$ cat config.mk
export PLATFORM = sky130hd
export DESIGN_NAME = mux_scan_ctrl
export DESIGN_NICKNAME = d
export VERILOG_FILES = /design/src/rtl/mux_scan_ctrl.sv
export SDC_FILE = /design/constraint.sdc
export NUM_CORES = 1
export LEC_CHECK = 0
export ABC_CLOCK_PERIOD_IN_PS = 1900
export CAP_MARGIN = 40
export CORE_MARGIN = 4
export CORE_UTILIZATION = 52
export CTS_CLUSTER_SIZE = 30
export DETAILED_ROUTE_END_ITERATION = 16
export PLACE_DENSITY = 0.77
export SETUP_SLACK_MARGIN = 0.15
export SKIP_LAST_GASP = 1
export SLEW_MARGIN = 30
export SYNTH_ARGS = -nofsm -noshare
export SYNTH_HDL_FRONTEND = slang
export SYNTH_SLANG_ARGS = --single-unit
$ cat constraint.sdc
create_clock -name clk -period 1.9 [get_ports clk]
set_input_delay 0.285 -clock clk [delete_from_list [all_inputs] [get_ports clk]]
set_output_delay 0.285 -clock clk [all_outputs]
set_load 0.1 [all_outputs]
$ cat src/rtl/mux_scan_ctrl.sv
// Select sequencer for the mux8x1 stage: steps sel through every channel, waits
// a settle time on each, samples mux_o and publishes the assembled word with a done pulse.
module mux_scan_ctrl #(
   parameter int N_CH   = 8,
   parameter int SEL_W  = 3,
   parameter int SETTLE = 1
) (
   input  logic             clk,
   input  logic             rst_n,
   input  logic             start,
   input  logic             abort,
   input  logic             mux_o,
   output logic [SEL_W-1:0] sel,
   output logic             busy,
   output logic             done,
   output logic [N_CH-1:0]  data_out
);

   // state      | meaning
   // ST_IDLE    | waiting for start, sel parked at 0
   // ST_SETTLE  | sel held while the mux path settles (SETTLE cycles)
   // ST_SAMPLE  | capture mux_o for the current channel, advance or finish
   // ST_DONE    | one-cycle done pulse, start ignored
   typedef enum logic [1:0] {
      ST_IDLE   = 2'd0,
      ST_SETTLE = 2'd1,
      ST_SAMPLE = 2'd2,
      ST_DONE   = 2'd3
   } state_t;

   localparam int                CNT_W    = (SETTLE > 1) ? $clog2(SETTLE) : 1;
   localparam logic [CNT_W-1:0]  CNT_LOAD = CNT_W'(SETTLE - 1);
   localparam logic [SEL_W-1:0]  SEL_LAST = SEL_W'(N_CH - 1);

   state_t           state_q, state_d;
   logic [SEL_W-1:0] sel_q, sel_d;
   logic             busy_q, busy_d;
   logic             done_q, done_d;
   logic [N_CH-1:0]  data_q, data_d;
   logic [N_CH-1:0]  cap_q, cap_d;
   logic [CNT_W-1:0] cnt_q, cnt_d;

   always_ff @(posedge clk or negedge rst_n) begin
      if (!rst_n) begin
         state_q <= ST_IDLE;
         sel_q   <= '0;
         busy_q  <= 1'b0;
         done_q  <= 1'b0;
         data_q  <= '0;
         cap_q   <= '0;
         cnt_q   <= '0;
      end else begin
         state_q <= state_d;
         sel_q   <= sel_d;
         busy_q  <= busy_d;
         done_q  <= done_d;
         data_q  <= data_d;
         cap_q   <= cap_d;
         cnt_q   <= cnt_d;
      end
   end

   always_comb begin
      state_d = state_q;
      sel_d   = sel_q;
      busy_d  = busy_q;
      done_d  = 1'b0;
      data_d  = data_q;
      cap_d   = cap_q;
      cnt_d   = cnt_q;
      case (state_q)
         ST_IDLE: begin
            sel_d  = '0;
            busy_d = 1'b0;
            if (start && !abort) begin
               busy_d  = 1'b1;
               cnt_d   = CNT_LOAD;
               cap_d   = '0;
               state_d = ST_SETTLE;
            end
         end
         ST_SETTLE: begin
            if (abort) begin
               busy_d  = 1'b0;
               sel_d   = '0;
               state_d = ST_IDLE;
            end else if (cnt_q == '0) begin
               state_d = ST_SAMPLE;
            end else begin
               cnt_d = cnt_q - 1'b1;
            end
         end
         ST_SAMPLE: begin
            if (abort) begin
               busy_d  = 1'b0;
               sel_d   = '0;
               state_d = ST_IDLE;
            end else begin
               cap_d[sel_q] = mux_o;
               if (sel_q == SEL_LAST) begin
                  // cap_d already carries the last bit, so the word lands whole
                  data_d  = cap_d;
                  busy_d  = 1'b0;
                  sel_d   = '0;
                  done_d  = 1'b1;
                  state_d = ST_DONE;
               end else begin
                  sel_d   = sel_q + 1'b1;
                  cnt_d   = CNT_LOAD;
                  state_d = ST_SETTLE;
               end
            end
         end
         ST_DONE: begin
            state_d = ST_IDLE;
         end
         default: begin
            state_d = ST_IDLE;
         end
      endcase
   end

   assign sel      = sel_q;
   assign busy     = busy_q;
   assign done     = done_q;
   assign data_out = data_q;

endmodule
==> impl_metrics.env <==
export IMPL_avgRoutedWirePerCell_um=13.0
export IMPL_cts_htree_levels=1
export IMPL_yosys_warnings=0
export IMPL_finalWorstPathRequiredPeriod_ns=1.67
export IMPL_postCtsResizedCells=0
export IMPL_relSlewSlack_pct=77.6
export IMPL_port_buffers=17
export IMPL_ys_async_sr_fraction_pct=100
export IMPL_synth_compound_area_share_pct=13.0
export IMPL_worstPathRequired_ns=2.08
export IMPL_final_antenna_net_count=0
export IMPL_cts_path_max_buffers=2
export IMPL_netlist_instances=104
export IMPL_grt_overflow_total=0
export IMPL_rsz0062_at_grt="false"
export IMPL_clk_pin_slew_ns=0.13
export IMPL_synth_seq_cells=23
export IMPL_globalRouteMet2Util_pct=22.9
export IMPL_numClockSinks=23
export IMPL_totalNegativeSetupSlack_ns=0
export IMPL_maximum_number_of_pins_on_one_net_before_global_route_repair=24
export IMPL_design_die_area_um2=3150
export IMPL_cts_setup_buffers=0
export IMPL_detailroute_via_count=782
export IMPL_hold_viol_final=0
export IMPL_syn2layout_area_growth_pct=17.1
export IMPL_total_power_mw=1.28
export IMPL_synthMuxAreaShare_pct=9.34
export IMPL_floorplan_core_area_um2=2210
export IMPL_layout_cells_most_common_list="dfrtp_1 (20), buf_4 (13), nand2_1 (10), mux2i_1 (9)"
export IMPL_synth_cell_type_count=29
export IMPL_clockPowerShare_pct=17.4
export IMPL_hold_path_class="input port to asynchronous set/reset pin"
export IMPL_setup_worst_path_end_class="register"
export IMPL_critical_path_startpoint_type="register"
export IMPL_drc_errors=0
export IMPL_p_seq_share_pct=44.4
export IMPL_syn_cell_area_um2=1210
export IMPL_final_layout_size_suffix_gt1_share_pct=25.6
export IMPL_irDropWorstVdd_mv=0.612
export IMPL_grt_busiest_layer="met2"
export IMPL_cts_tree="built"
export IMPL_die_width_um=56.2
export IMPL_globalplace_congestion=0.736
export IMPL_crit_fanout=8
export IMPL_grt_first_pass_wirelength_um=3470
export IMPL_critical_path_max_stage_delay_ns=0.49
export IMPL_simple_gate_share_of_the_synthesized_area_pct=17.0
export IMPL_fin_skew_ns=0.0137
export IMPL_detailed_place_area_um2=1390
export IMPL_p_leak_nw=0.687
export IMPL_final_min_period_over_clock_period_pct=87.8
export IMPL_mostFrequentLayoutCell="dfrtp_1"
export IMPL_insertion_delay_ns=0.31
export IMPL_layoutNonFillerInstCount=149
export IMPL_synth_sequential_area_ratio_pct=47.7
export IMPL_cts_root_buf="clkbuf_4"
export IMPL_cp_arrival_ns=1.85
export IMPL_finalNetCount=134
export IMPL_max_cap_violations=0
export IMPL_number_of_top_level_pins=18
export IMPL_drt_iter0_markers=10
export IMPL_core_rowCount=17
export IMPL_synth_area_per_cell_um2=11.6
export IMPL_first_global_vias=803
export IMPL_final_report_max_slew_violation_count=0
export IMPL_chipHeight_um=56.2
export IMPL_synth_top_flop_cell="dfrtp_1"
export IMPL_firstDrtPassIters=4
export IMPL_viasPerCell=5.25
export IMPL_cts_buffers_inserted=3
export IMPL_xor_xnor_share_of_the_synthesized_area_pct=0
export IMPL_crit_path_top_delay_cell="or3_1"
export IMPL_grtUsageMet1_pct=17.8
export IMPL_detailedPlacementHpwl_um=1490
export IMPL_layout_filler_cells=181
export IMPL_grtUsageTotal_pct=13.6
export IMPL_route_final_wire_length_um=1930
export IMPL_numPlacedInstances=145
export IMPL_fmaxAchievable_ghz=0.599
export IMPL_cts_hold_buf=0
export IMPL_synth_top_family_by_area="simple AND/OR/NAND/NOR gates"
export IMPL_worst_r2r_path_depth=5
export IMPL_n_antenna_cell=0
export IMPL_setup_violations_final=0
export IMPL_post_synthesis_net_count=116
export IMPL_critical_path_class="register to register"
export IMPL_p_sw_share_pct=37.4
export IMPL_pwr_dens_nw_per_um2=903
export IMPL_cellInternalPower_uw=798
export IMPL_comb_power_share_pct=38.1
export IMPL_total_switching_power_uw=478
export IMPL_worstMarginPinSlew_ns=0.335
export IMPL_status="completed"
export IMPL_synthAdderAreaFrac_pct=7.26
export IMPL_grt_antenna_before_repair=0
export IMPL_post_route_cell_area_um2=1410
export IMPL_timing_critical_path_cells="inv_1 > ha_1 > nor2b_4 > or3_1 > o2bb2ai_1"
export IMPL_floorplan_initialDensity_pct=54.5
export IMPL_synth_edf_count=0
export IMPL_timing_hold_ws_ns=0.304
export IMPL_grt_met3_usage_pct=2.32
[power by group through the flow]
stage	sequential (mW)	combinational, mW	clock [mW]
6_report	0.567	0.487	0.223
4_1_cts	0.569	0.491	0.230
3_3_place_gp	0.575	0.480	0
2_1_floorplan	0.666	0.304	0
5_1_grt	0.574	0.538	0.256
3_5_place_dp	0.578	0.489	0
[cell families (layout without fill, tap and decap cells)]
kind of cell,count (synthesis),in the layout
AND/OR/NAND/NOR,31,31
flip-flops,23,23
multiplexers,11,11
adder cells (fa/ha/maj),7,7
buffers and inverters,10,27
AO/OA/AOI/OAI,22,22
[worst paths after layout]
kind | startpoint | slack (ns) | to
worst max-delay path | state_q[0] | 0.23 | cap_q[0]
worst min-delay path | rst_n | 0.30 | data_out[4]
worst max register to register | state_q[0] | 0.23 | cap_q[0]
worst min register to register | data_out[0] | 0.50 | data_out[0]
max in group asynchronous | rst_n | 1.34 | sel[1]
min in group clk | data_out[0] | 0.50 | data_out[0]
[Yosys cell counts, types with 2 or more instances]
master     count  area share [%]
o21ai_0        6             2.5
mux2_2         2             1.9
nor3b_2        2             2.1
o21ai_1        4             1.7
nand2b_1       4             2.1
nor2b_1        2             1.0
nor3b_1        3             1.9
buf_4          3             1.9
ha_1           7             7.3
nand2_1       10             3.1
mux2i_1        9             7.5
nand3b_1       3             1.9
inv_1          3            0.93
dfrtp_1       23              48
o2bb2ai_1      7             5.1
nor2_1         2            0.62
buf_6          2             1.9
[final cells by class]
type                            instances  area, um^2  share of cell area (%)
Clock buffer                            3        22.5                    1.59
Clock inverter                          1        5.00                   0.354
Inverter                                3        11.3                   0.797
Multi-Input combinational cell         71         562                    39.8
Sequential cell                        23         579                    41.0
Tap cell                               28        35.0                    2.48
Timing Repair Buffer                   20         198                    14.0
[critical path: cells and delay by family, from the launching register on]
family                     cells  cell delay, ns
adders and majority gates      1            0.24
DFF                            1            0.41
buffers and inverters          1            0.10
and+or+nand+nor                2            0.62
AOI/OAI and AO/OA              1            0.18
[per-layer routing]
metal	vias up	share of wire [%]
li1	400	-
met1	371	47
met2	9	49
met3	2	3.1
met4	0	0.31
met5	-	0
[per-stage QoR]
stage               setup slack [ns]  utilization [%]
floorplan                      0.203                -
global placement               0.204             62.6
detailed placement             0.169             62.6
CTS                            0.228             63.9
global route                   0.170             63.9
finish                         0.232             63.9
[sequential cells by signal, summed over array words and instances, names as in the netlist]
| register | count |
|---|---|
| busy | 1 |
| data_out | 8 |
| done | 1 |
| state_q | 2 |
| sel | 3 |
| cap_q | 8 |
No activity file was read; power rests on OpenSTA's default activity.
